==> src/rtl/clk_en_gen.sv <==
// Multi-channel clock-enable generator in the master clock domain.
// Each channel emits a one-cycle clk_en pulse every DIV master clocks at a
// programmable phase, plus an active-high reset held for RST_EN_LENGTH of its
// own enable ticks. run/step/resync give free-run, single-step and realign.
module clk_en_gen #(
  parameter int unsigned                       NUM_CH        = 2,
  parameter int unsigned                       DIV_WIDTH     = 5,
  parameter logic [NUM_CH*DIV_WIDTH-1:0]       CH_DIV        = {5'd4, 5'd12},
  parameter logic [NUM_CH*DIV_WIDTH-1:0]       CH_PHASE      = {5'd0, 5'd0},
  parameter int unsigned                       RST_EN_LENGTH = 4
) (
  input  logic              clk_mst,
  input  logic              rst_mst_n,
  input  logic              run,
  input  logic              step,
  input  logic              resync,
  output logic [NUM_CH-1:0] clk_en,
  output logic [NUM_CH-1:0] rst_en,
  output logic              coinc
);

  // Packed view whose element i lines up with field [i*DIV_WIDTH +: DIV_WIDTH].
  localparam logic [NUM_CH-1:0][DIV_WIDTH-1:0] DIV_ARR   = CH_DIV;
  localparam logic [NUM_CH-1:0][DIV_WIDTH-1:0] PHASE_ARR = CH_PHASE;
  localparam logic [3:0]                       TICK_LAST = 4'(RST_EN_LENGTH - 1);

  logic [NUM_CH-1:0][DIV_WIDTH-1:0] cnt_q,    cnt_d;
  logic [NUM_CH-1:0][3:0]           tick_q,   tick_d;
  logic [NUM_CH-1:0]                clk_en_q, clk_en_d;
  logic [NUM_CH-1:0]                rst_en_q, rst_en_d;
  logic                             coinc_q,  coinc_d;
  logic                             advance;

  // step is only meaningful while run is low; OR-ing covers both cases.
  assign advance = run | step;

  // Next-state for every channel counter, enable pulse and reset stretcher.
  always_comb begin
    cnt_d    = cnt_q;
    tick_d   = tick_q;
    clk_en_d = '0;
    rst_en_d = rst_en_q;
    for (int unsigned i = 0; i < NUM_CH; i++) begin
      if (resync) begin
        cnt_d[i] = PHASE_ARR[i];
      end else if (advance) begin
        clk_en_d[i] = (cnt_q[i] == '0);
        cnt_d[i]    = (cnt_q[i] == '0) ? DIV_ARR[i] - 1'b1 : cnt_q[i] - 1'b1;
      end
      // Stretcher counts ticks seen by enable-gated logic, then releases.
      if (clk_en_q[i] && rst_en_q[i]) begin
        tick_d[i] = tick_q[i] + 4'd1;
        if (tick_q[i] == TICK_LAST) begin
          rst_en_d[i] = 1'b0;
        end
      end
    end
    coinc_d = &clk_en_d;
  end

  // State registers with asynchronous active-low reset.
  always_ff @(posedge clk_mst or negedge rst_mst_n) begin
    if (!rst_mst_n) begin
      cnt_q    <= PHASE_ARR;
      tick_q   <= '0;
      clk_en_q <= '0;
      rst_en_q <= '1;
      coinc_q  <= 1'b0;
    end else begin
      cnt_q    <= cnt_d;
      tick_q   <= tick_d;
      clk_en_q <= clk_en_d;
      rst_en_q <= rst_en_d;
      coinc_q  <= coinc_d;
    end
  end

  assign clk_en = clk_en_q;
  assign rst_en = rst_en_q;
  assign coinc  = coinc_q;

  // Elaboration-time parameter sanity checks.
  if (NUM_CH < 1 || NUM_CH > 8) begin : g_bad_num_ch
    $error("clk_en_gen: NUM_CH must be 1..8");
  end
  if (RST_EN_LENGTH < 1 || RST_EN_LENGTH > 15) begin : g_bad_rst_len
    $error("clk_en_gen: RST_EN_LENGTH must be 1..15");
  end
  for (genvar g = 0; g < NUM_CH; g++) begin : g_chk
    if (DIV_ARR[g] == '0) begin : g_bad_div
      $error("clk_en_gen: CH_DIV of channel %0d is zero", g);
    end
    if (PHASE_ARR[g] >= DIV_ARR[g]) begin : g_bad_phase
      $error("clk_en_gen: CH_PHASE of channel %0d not below CH_DIV", g);
    end
  end

endmodule

==> config.mk <==
export PLATFORM = sky130hd
export DESIGN_NAME = clk_en_gen
export DESIGN_NICKNAME = d
export VERILOG_FILES = /design/src/rtl/clk_en_gen.sv
export SDC_FILE = /design/constraint.sdc
export NUM_CORES = 1
export LEC_CHECK = 0
export ABC_AREA = 1
export CAP_MARGIN = 10
export CORE_MARGIN = 2
export CORE_UTILIZATION = 55
export CTS_BUF_LIST = sky130_fd_sc_hd__clkbuf_16
export CTS_CLUSTER_SIZE = 20
export DETAILED_ROUTE_END_ITERATION = 8
export PLACE_DENSITY = 0.77
export SKIP_LAST_GASP = 1
export SYNTH_ARGS = -nofsm -noshare
export SYNTH_HDL_FRONTEND = slang
export SYNTH_SLANG_ARGS = --single-unit
export TNS_END_PERCENT = 30
==> constraint.sdc <==
create_clock -name clk_mst -period 1.5 [get_ports clk_mst]
set_input_delay 0.375 -clock clk_mst [delete_from_list [all_inputs] [get_ports clk_mst]]
set_output_delay 0.375 -clock clk_mst [all_outputs]
set_load 0.01 [all_outputs]
==> impl_results.md, run 1 <==
- Family with the most delay on the worst path: buffers and inverters
- Maximum operating frequency: 665.9 MHz
- Setup TNS: -0.001644 ns
- Critical path data required time: 1.12 ns
- Setup repair after global routing missed its margin: true
- Min-Delay Startpoint: tick_q[3]
- Predominant post-synthesis flop cell: sky130_fd_sc_hd__dfrtp_1
- Number of library cell types mapped by synthesis: 18
- Area used by sequential logic in the layout: 578.1 µm²
- Commonest non-fill, non-tap cell in the layout: sky130_fd_sc_hd__nand2_1
- Master of the slowest instance on the critical path: sky130_fd_sc_hd__clkdlybuf4s50_1
- Total number of vias: 856
- Largest stage delay, worst path: 0.53 ns
- Endpoint of the worst-slack reg-to-reg timing path: coinc
- CTS Hold Bufs: 0
- First-pass iteration count of the detailed router: 4
- End of the worst hold path: tick_q[3]
- Number of setup violations in the final report: 1
- Share of synthesized registers carrying an async set or reset: 100.0%
- Area fraction in compound gates after synthesis: 3.653%
- Cells along the critical path: clkdlybuf4s50_1
- Post-synthesis simple-gate area fraction: 27.63%
- Data arrival time of the critical path: 1.13 ns
- Worst-case register-to-register setup slack: 0.22 ns
- Initial cell density of the core: 57.03%
- Total global routing track utilization: 19.13%
- Power density over cell area: 1480 nW/µm²
- Critical Path Sink Type: output pin
- Die X: 48.64 µm
- Number of diodes: 0
- Net Count, Synth: 139
- Slew at the pin closest to its max-slew limit: 0.2904 ns
- Total Nets Final: 154
- Area growth from synthesis to layout: 19.29%
- Crit path max fanout: 2
- Largest net degree at the start of global routing: 24
- Vias in the first global route: 898
- Depth of the worst hold-timing path: 1
- Stages on worst setup path: 1
- Critical path start-end classification: reg -> out
- Type of the worst min-delay path: reg -> reg
- Share of final-layout standard cells stronger than drive strength 1: 9.722%
- Clock-pin slew on the worst setup and hold paths: 0.06 ns
- Leading cell types in the layout, fill and taps excluded: 39 x sky130_fd_sc_hd__nand2_1, 21 x sky130_fd_sc_hd__dfrtp_1, 20 x sky130_fd_sc_hd__inv_1
- Worst Path Buf+Inv: 1
- Number of antenna violations at the first check in global routing: 0
- Main combinational cell family by area after synthesis: simple AND/OR/NAND/NOR gates
- Synthesized area divided by synthesized cell count: 8.431 µm²
- Clock insertion delay at the later pin of the skew report: 0.25 ns
- Count of flip-flops with a built-in enable after synthesis: 0
- Leakage Power: 0.7668 nW
- Layout Skew: 0.004254 ns
- Post-synthesis instance total: 130
- CTS sink count: 23
- Tcrit/Tclk final: 100.1%
- Number of hold violations in the final report: 0
- Post-placement worst setup slack: 0.008651 ns
- Max Transition Viols Final: 0
- Hold slack: 0.4632 ns
- Rel. slew slack: 80.64%
- Combined area of all synthesized cells: 1096 µm²
- Maximum VDD drop: 0.8231 mV
- Element type at the critical path start: register
- Residual DRC: 0
- XOR/XNOR Fraction of Synth Area: 3.196%
- Average wire per standard cell: 11.54 µm
- Area used by multi-input combinational logic: 427.9 µm²
- First-pass GRT wire length: 3525 µm
- Iteration-0 DRC Markers: 27
- Clock tree from TritonCTS: yes
- Clock buffers created by TritonCTS: 3
- DIE AREA: 2366 µm²
- Half-perimeter wire length after placement: 1421 µm
- Vert. Die Dim: 48.64 µm
- GRT overflow: 0
- Adder-cell share of the synthesized area: 4.566%
- Final worst path period need: 1.502 ns
- Sequential-to-total area share from yosys stat: 52.74%
- Deepest clock path buffer count: 2
- # rows: 16
- Fill cells: 168
- Post_cts resized: 1
- Share of synthesized area spent on multiplexers: 0%
- Violations in the final reports: setup timing
- Final routed wirelength across all metal layers: 1973 µm
- I/O pin count: 10
- Number of buffers inserted by port buffering: 9
- Post-CTS setup buffer count: 0
- Total number of yosys warnings: 0
- Count of nets left with antenna violations after detail routing: 0
- Clock root buffer master: sky130_fd_sc_hd__clkbuf_16
- R2r worst-path depth: 6
- Area inside the core boundary: 1922 µm²
- Vias/cell: 5.006
- Setup ws final: -0.001644 ns
- Startpoint of the worst-slack reg-to-reg timing path: cnt_q[5]
- Number of max-capacitance violations reported: 0
- Outcome: finished with violations
- RD Place Congestion: 0.8270
- Number of H-tree levels: 1
- #FFs+latches synth: 23
per-layer routing:
metal | share of wire, % | track usage [%] | vias to the layer above
met5 | 0 | 0 | -
met4 | 0.56 | 5.714 | 0
met3 | 3.4 | 4.012 | 2
met2 | 53 | 36.30 | 15
met1 | 43 | 21.19 | 410
li1 | - | - | 429
state kept, by name, indices dropped and copies added (netlist names):
register,flops
clk_en,2
tick_q,8
rst_en,2
cnt_q,10
coinc,1
stage by stage:
| stage | power (mW) | instances | utilization, % | cell area [µm²] |
|---|---|---|---|---|
| 6_report | 1.935 | 171 | 68.03 | 1308 |
| 5_1_grt | 2.067 | 171 | 68.03 | 1308 |
| 4_1_cts | 1.939 | 171 | 67.90 | 1305 |
| 3_5_place_dp | 1.374 | 167 | 63.87 | 1227 |
| 3_3_place_gp | 1.348 | 167 | 63.87 | 1227 |
| 2_1_floorplan | 1.210 | 130 | - | 1096 |
cell usage after synthesis, types with 2 or more instances:
library cell / number / area, µm²
sky130_fd_sc_hd__nand2_1: 39 / 146.4
sky130_fd_sc_hd__dfrtp_1: 21 / 525.5
sky130_fd_sc_hd__inv_1: 19 / 71.32
sky130_fd_sc_hd__nand3_1: 14 / 70.07
sky130_fd_sc_hd__nor2_1: 10 / 37.54
sky130_fd_sc_hd__inv_2: 5 / 18.77
sky130_fd_sc_hd__ha_1: 4 / 50.05
sky130_fd_sc_hd__a21oi_1: 2 / 10.01
sky130_fd_sc_hd__dfstp_2: 2 / 52.55
sky130_fd_sc_hd__nand3b_1: 2 / 15.01
sky130_fd_sc_hd__nor2_4: 2 / 22.52
sky130_fd_sc_hd__o22ai_1: 2 / 12.51
sky130_fd_sc_hd__xnor2_1: 2 / 17.52
sky130_fd_sc_hd__xor2_1: 2 / 17.52
area by class of cell:
type | count | share of cell area (%)
clock buffers | 3 | 5.742
clock inverters | 1 | 0.2871
inverters | 24 | 6.890
multi-input cells | 83 | 32.73
flip-flops and latches | 23 | 44.21
well taps | 27 | 2.584
repair buffers | 10 | 7.560
worst max-delay path by stage:
stage / startpoint / to
CTS: rst_en[1] / rst_en[1]
global route: clk_en[0] / clk_en[0]
floorplan: cnt_q[5] / coinc
finish: clk_en[0] / clk_en[0]
detailed placement: resync / cnt_q[0]
global placement: resync / cnt_q[8]
kinds of logic (layout without fill, tap and decap cells):
kind of cell | Yosys count | in the layout
AND/OR/NAND/NOR | 68 | 68
buffers and inverters | 24 | 38
flip-flops | 23 | 23
AO/OA/AOI/OAI | 7 | 7
adder cells (fa/ha/maj) | 4 | 4
XOR/XNOR | 4 | 4
power by group:
group / internal [mW] / switching, mW
clock: 0.355 / 0.203
combinational: 0.223 / 0.339
sequential: 0.728 / 0.0872
total: 1.31 / 0.628
Power figures use the tool's default switching activity.
==> run 2, diff against run 1 <==
--- a/config.mk
+++ b/config.mk
@@ -12,6 +12,7 @@
 export CTS_BUF_LIST = sky130_fd_sc_hd__clkbuf_16
 export CTS_CLUSTER_SIZE = 20
 export DETAILED_ROUTE_END_ITERATION = 8
+export GPL_TIMING_DRIVEN = 0
 export PLACE_DENSITY = 0.77
 export SKIP_LAST_GASP = 1
 export SYNTH_ARGS = -nofsm -noshare
==> impl_results.md, run 2 (synthesis results as in run 1) <==
- Outcome: completed
- Power density over cell area: 1460 nW/µm² (-1.3%)
- Setup repair after global routing missed its margin: false
- Initial cell density of the core: 57.03% (unchanged)
- Leading cell types in the layout, fill and taps excluded: 39 x sky130_fd_sc_hd__nand2_1, 21 x sky130_fd_sc_hd__dfrtp_1, 20 x sky130_fd_sc_hd__inv_1
- Critical path start-end classification: reg -> out
- Deepest clock path buffer count: 2 (unchanged)
- Vias/cell: 5.006 (about the same)
- Total number of vias: 851 (-0.58%)
- Finished Cell Area: 1308 µm² (unchanged)
- RD Place Congestion: 0.8272 (about the same)
- Clock insertion delay at the later pin of the skew report: 0.25 ns (about the same)
- Fill cells: 159 (-5.4%)
- Max Transition Viols Final: 0 (unchanged)
- Placed Area: 1220 µm² (-0.61%)
- Data arrival time of the critical path: 1.10 ns (-0.03 ns)
- CTS sink count: 23 (unchanged)
- Endpoint of the worst-slack reg-to-reg timing path: cnt_q[3]
- Commonest non-fill, non-tap cell in the layout: sky130_fd_sc_hd__nand2_1
- Master of the slowest instance on the critical path: sky130_fd_sc_hd__clkdlybuf4s50_1
- Setup TNS: 0 ns (+0.001644 ns)
- First-pass GRT wire length: 3387 µm (-3.9%)
- Area used by multi-input combinational logic: 427.9 µm² (unchanged)
- Residual DRC: 0 (unchanged)
- Worst Path Buf+Inv: 1 (unchanged)
- Number of diodes: 0 (unchanged)
- First-pass iteration count of the detailed router: 4 (unchanged)
- Largest net degree at the start of global routing: 24 (unchanged)
- Family with the most delay on the worst path: buffers and inverters
- Worst Setup EP: coinc
- Clock root buffer master: sky130_fd_sc_hd__clkbuf_16
- Clock tree from TritonCTS: yes
- Number of H-tree levels: 1 (unchanged)
- Setup crit start: coinc
- Stages on worst setup path: 1 (unchanged)
- Share of final-layout standard cells stronger than drive strength 1: 9.091% (-0.63 points)
- Half-perimeter wire length after placement: 1411 µm (-0.73%)
- Type of the worst min-delay path: in -> async
- Iteration-0 DRC Markers: 11 (-59%)
- I/O pin count: 10 (unchanged)
- Largest stage delay, worst path: 0.53 ns (about the same)
- Maximum VDD drop: 0.9243 mV (+12%)
- Cells along the critical path: clkdlybuf4s50_1
- Slew at the pin closest to its max-slew limit: 0.9730 ns (+0.6826 ns)
- Maximum operating frequency: 675.7 MHz (+1.5%)
- Max FFs per register: 10 (unchanged)
- Setup ws final: 0.02004 ns (+0.02168 ns)
- Average wire per standard cell: 10.64 µm (-7.8%)
- Count of nets left with antenna violations after detail routing: 0 (unchanged)
- Crit path max fanout: 1 (-1)
- Element type at the critical path start: register
- Area used by sequential logic in the layout: 578.1 µm² (unchanged)
- Layout Skew: 0.003124 ns (-0.001130 ns)
- GRT overflow: 0 (unchanged)
- Number of antenna violations at the first check in global routing: 0 (unchanged)
- Number of buffers inserted by port buffering: 9 (unchanged)
- Worst-case register-to-register setup slack: 0.25 ns (+0.03 ns)
- Vert. Die Dim: 48.64 µm (unchanged)
- Clock-pin slew on the worst setup and hold paths: 0.06 ns (about the same)
- Total Nets Final: 153 (-0.65%)
- Area growth from synthesis to layout: 19.29% (unchanged)
- Die X: 48.64 µm (unchanged)
- Final routed wirelength across all metal layers: 1809 µm (-8.3%)
- Post-placement worst setup slack: -0.1277 ns (-0.1364 ns)
- Total global routing track utilization: 18.45% (-0.68 points)
- Largest registers: cnt_q: 10 flops, tick_q: 8 flops
- Startpoint of the worst-slack reg-to-reg timing path: cnt_q[0]
- Area inside the core boundary: 1922 µm² (unchanged)
- Leakage Power: 0.8043 nW (+4.9%)
- R2r worst-path depth: 6 (unchanged)
- DIE AREA: 2366 µm² (unchanged)
- Clock buffers created by TritonCTS: 3 (unchanged)
- Critical Path Sink Type: output pin
- # rows: 16 (unchanged)
- Number of setup violations in the final report: 0 (-1)
- Rel. slew slack: 35.03% (-46 points)
- Hold slack: 0.2724 ns (-0.1908 ns)
- Tcrit/Tclk final: 98.66% (-1.4 points)
- Final worst path period need: 1.480 ns (-0.02168 ns)
- Vias in the first global route: 829 (-7.7%)
- Number of hold violations in the final report: 0 (unchanged)
- Critical path data required time: 1.12 ns (about the same)
- Number of max-capacitance violations reported: 0 (unchanged)
- Largest reg by FF count: cnt_q
==> run 2: cell count changes in the layout (fill, tap and decap cells not counted), sizes merged <==
cell and change:
buf -1, dlymetal6s2s +3, clkdlybuf4s50 -3
==> run 2: timing repair <==
item / CTS / global route
resized for setup: 1 / 4
buffers inserted: 0 / 0
hold buffers: 0 / 0
endpoints found under the setup margin: 4 / 24
==> run 2: cell type report <==
cell class                      instances  area share, %
Multi-Input combinational cell         83          32.73
Clock buffer                            3          5.742
Timing Repair Buffer                    9          7.560
Tap cell                               27          2.584
Inverter                               24          6.890
Sequential cell                        23          44.21
Clock inverter                          1         0.2871
==> run 2: worst min-delay path by stage <==
stage	to	depth (start not counted)
5_1_grt	tick_q[3]	1
6_report	tick_q[3]	1
4_1_cts	tick_q[3]	1
3_3_place_gp	tick_q[3]	1
3_5_place_dp	tick_q[3]	1
2_1_floorplan	clk_en[0]	0
==> run 2: where the power goes <==
group	switching [mW]	internal (mW)	leakage, nW
logic	0.323	0.215	0.458
registers	0.0892	0.728	0.304
clock network	0.199	0.355	0.0423
total	0.611	1.30	0.804
==> run 2: metal layers <==
metal / GRT usage, % / part of all wire (%) / up-vias
li1: - / - / 426
met1: 21.37 / 42 / 405
met2: 33.11 / 53 / 18
met3: 2.160 / 3.1 / 2
met4: 10.00 / 1.1 / 0
met5: 0 / 0 / -
==> run 2: through the flow <==
step / total power, mW / utilization [%] / cells
6_report: 1.909 / 68.03 / 170
5_1_grt: 2.063 / 68.03 / 170
4_1_cts: 1.929 / 67.51 / 170
3_5_place_dp: 1.368 / 63.48 / 166
3_3_place_gp: 1.335 / 63.48 / 166
2_1_floorplan: 1.210 / - / 130
==> run 3, diff against run 2 <==
--- a/config.mk
+++ b/config.mk
@@ -7,7 +7,6 @@
 export LEC_CHECK = 0
 export ABC_AREA = 1
 export CAP_MARGIN = 10
-export CORE_MARGIN = 2
 export CORE_UTILIZATION = 55
 export CTS_BUF_LIST = sky130_fd_sc_hd__clkbuf_16
 export CTS_CLUSTER_SIZE = 20
==> impl_results.md, run 3 (synthesis results as in run 1) <==
- Iteration-0 DRC Markers: 34 (+23)
- Number of diodes: 0 (unchanged)
- RD Place Congestion: 0.8034 (-2.9%)
- Vias/cell: 5.083 (+1.5%)
- Max FFs per register: 10 (unchanged)
- CTS sink count: 23 (unchanged)
- Deepest clock path buffer count: 2 (unchanged)
- Number of buffers inserted by port buffering: 9 (unchanged)
- Tcrit/Tclk final: 99.84% (+1.2 points)
- P_int: 1.303 mW (+0.40%)
- Worst Path Buf+Inv: 1 (unchanged)
- Stages on worst setup path: 1 (unchanged)
- R2r worst-path depth: 6 (unchanged)
- Outcome: completed
- Total number of vias: 854 (+0.35%)
- Type of the worst min-delay path: in -> async
- Setup repair after global routing missed its margin: true
- Clock Power Share: 29.1% (about the same)
- Maximum operating frequency: 667.8 MHz (-1.2%)
- Residual DRC: 0 (unchanged)
- Vias in the first global route: 752 (-9.3%)
- Number of antenna violations at the first check in global routing: 0 (unchanged)
- Number of setup violations in the final report: 0 (unchanged)
- Critical path data required time: 1.12 ns (about the same)
- Die X: 46.64 µm (-4.1%)
- Layout Skew: 0.004913 ns (+0.001789 ns)
- Master of the slowest instance on the critical path: sky130_fd_sc_hd__clkdlybuf4s50_1
- Clock buffers created by TritonCTS: 3 (unchanged)
- Number of max-capacitance violations reported: 0 (unchanged)
- Comb pwr share: 28.7% (+0.5 points)
- Placed instance count: 164 (-1.2%)
- Number of H-tree levels: 1 (unchanged)
- Largest reg by FF count: cnt_q
- Largest net degree at the start of global routing: 24 (unchanged)
- First-pass iteration count of the detailed router: 4 (unchanged)
- Total Nets Final: 153 (unchanged)
- Max Transition Viols Final: 0 (unchanged)
- Vert. Die Dim: 46.64 µm (-4.1%)
- Power density over cell area: 1494 nW/µm² (+2.3%)
- Leakage Power: 0.7861 nW (-2.3%)
- Number of hold violations in the final report: 0 (unchanged)
- Rel. slew slack: 32.87% (-2.2 points)
- Critical Path Sink Type: output pin
- Area inside the core boundary: 1802 µm² (-6.2%)
- # rows: 15 (-1)
- Element type at the critical path start: register
- Startpoint of the worst-slack reg-to-reg timing path: cnt_q[5]
- GRT overflow: 0 (unchanged)
- Worst-case register-to-register setup slack: 0.21 ns (-0.04 ns)
- CTS Hold Bufs: 0 (unchanged)
- Family with the most delay on the worst path: buffers and inverters
- Final routed wirelength across all metal layers: 1979 µm (+9.4%)
- Proportion of power drawn by flip-flops and latches: 42.2% (-0.6 points)
- Post-placement worst setup slack: -0.1438 ns (-0.01611 ns)
- Leading cell types in the layout, fill and taps excluded: 39 x sky130_fd_sc_hd__nand2_1, 21 x sky130_fd_sc_hd__dfrtp_1, 19 x sky130_fd_sc_hd__inv_1
- Worst Setup EP: clk_en[0]
- DIE AREA: 2175 µm² (-8.1%)
- First-pass GRT wire length: 3167 µm (-6.5%)
- Crit path max fanout: 2 (+1)
- Critical path start-end classification: reg -> out
- Initial cell density of the core: 60.83% (+3.8 points)
- Net switching share of the total power: 33.08% (+1.1 points)
- Half-perimeter wire length after placement: 1391 µm (-1.4%)
- Average wire per standard cell: 11.78 µm (+11%)
- Total global routing track utilization: 21.62% (+3.2 points)
- Count of nets left with antenna violations after detail routing: 0 (unchanged)
- Cells along the critical path: clkdlybuf4s50_1
- Setup crit start: clk_en[0]
- Slew at the pin closest to its max-slew limit: 1.005 ns (+0.03228 ns)
- Post-Layout Cell Count: 168 (-1.2%)
- Setup ws final: 0.002447 ns (-0.01759 ns)
- Clock insertion delay at the later pin of the skew report: 0.25 ns (about the same)
- Switching power of the nets: 644.3 µW (+5.5%)
- Largest registers: cnt_q: 10 flops, tick_q: 8 flops
- Placed Area: 1217 µm² (-0.20%)
- Commonest non-fill, non-tap cell in the layout: sky130_fd_sc_hd__nand2_1
- Clock root buffer master: sky130_fd_sc_hd__clkbuf_16
- Hold slack: 0.2860 ns (+0.01353 ns)
- Clock-pin slew on the worst setup and hold paths: 0.06 ns (about the same)
- Total power draw: 1.948 mW (+2.0%)
- Maximum VDD drop: 1.198 mV (+30%)
- Finished Cell Area: 1304 µm² (-0.29%)
- Largest stage delay, worst path: 0.54 ns (about the same)
- Area growth from synthesis to layout: 18.95%
- Share of final-layout standard cells stronger than drive strength 1: 9.790% (+0.70 points)
- Endpoint of the worst-slack reg-to-reg timing path: coinc
- I/O pin count: 10 (unchanged)
- Clock tree from TritonCTS: yes
- Final Core Density: 72.36% (+4.3 points)
- Final worst path period need: 1.498 ns (+0.01759 ns)
- Data arrival time of the critical path: 1.12 ns (+0.02 ns)
- Setup TNS: 0 ns (unchanged)
[run 3: cell types whose count changed in the layout (fill, tap and decap cells not counted)]
cell / change
sky130_fd_sc_hd__clkdlybuf4s50_1: +1
sky130_fd_sc_hd__inv_1: -1
sky130_fd_sc_hd__dlymetal6s2s_1: -1
sky130_fd_sc_hd__clkinv_2: +1
[run 3: worst min path at each step]
| stage | from | slack [ns] | cells past startpoint | endpoint |
|---|---|---|---|---|
| floorplan | rst_mst_n | 0.08 | 0 | clk_en[0] |
| global placement | tick_q[3] | 0.45 | 1 | tick_q[3] |
| detailed placement | tick_q[7] | 0.46 | 1 | tick_q[7] |
| CTS | tick_q[7] | 0.47 | 1 | tick_q[7] |
| global route | rst_mst_n | 0.39 | 1 | cnt_q[4] |
| finish | rst_mst_n | 0.29 | 1 | cnt_q[4] |
[run 3: per-layer routing]
metal	track usage (%)	vias up	part of all wire, %
met5	0	-	0
met4	13.71	0	1.5
met3	3.922	4	3.7
met2	36.94	25	51
met1	24.44	399	44
li1	-	426	-
[run 3: worst reg2reg max path, stage by stage (launching register included)]
cell	delay [ns]
sky130_fd_sc_hd__dfrtp_1	0.40
sky130_fd_sc_hd__inv_1	0.13
sky130_fd_sc_hd__ha_1	0.24
sky130_fd_sc_hd__nand2_1	0.08
sky130_fd_sc_hd__nor2_1	0.12
sky130_fd_sc_hd__nand3_1	0.14
sky130_fd_sc_hd__nor2_1	0.11
[run 3: layout make-up]
type                       instances  area, µm²
sequential                        23      578.1
clock buffer                       3      75.07
inverter                          24      90.09
clock inverter                     1      5.005
multi-input combinational         83      427.9
tap                               25      31.28
fill                             137      498.0
timing repair buffer               9      96.34
[run 3: timing repair]
item,CTS,global route
gates resized for setup,1,3
endpoints found under the setup margin,4,25
setup buffers,0,0
[run 3: power groups by stage]
stage               logic (mW)  clock network (mW)  registers [mW]
CTS                      0.559               0.580           0.819
finish                   0.559               0.566           0.822
floorplan                0.396                   0           0.814
detailed placement       0.539                   0           0.825
global placement         0.517                   0           0.818
global route             0.638               0.609           0.834
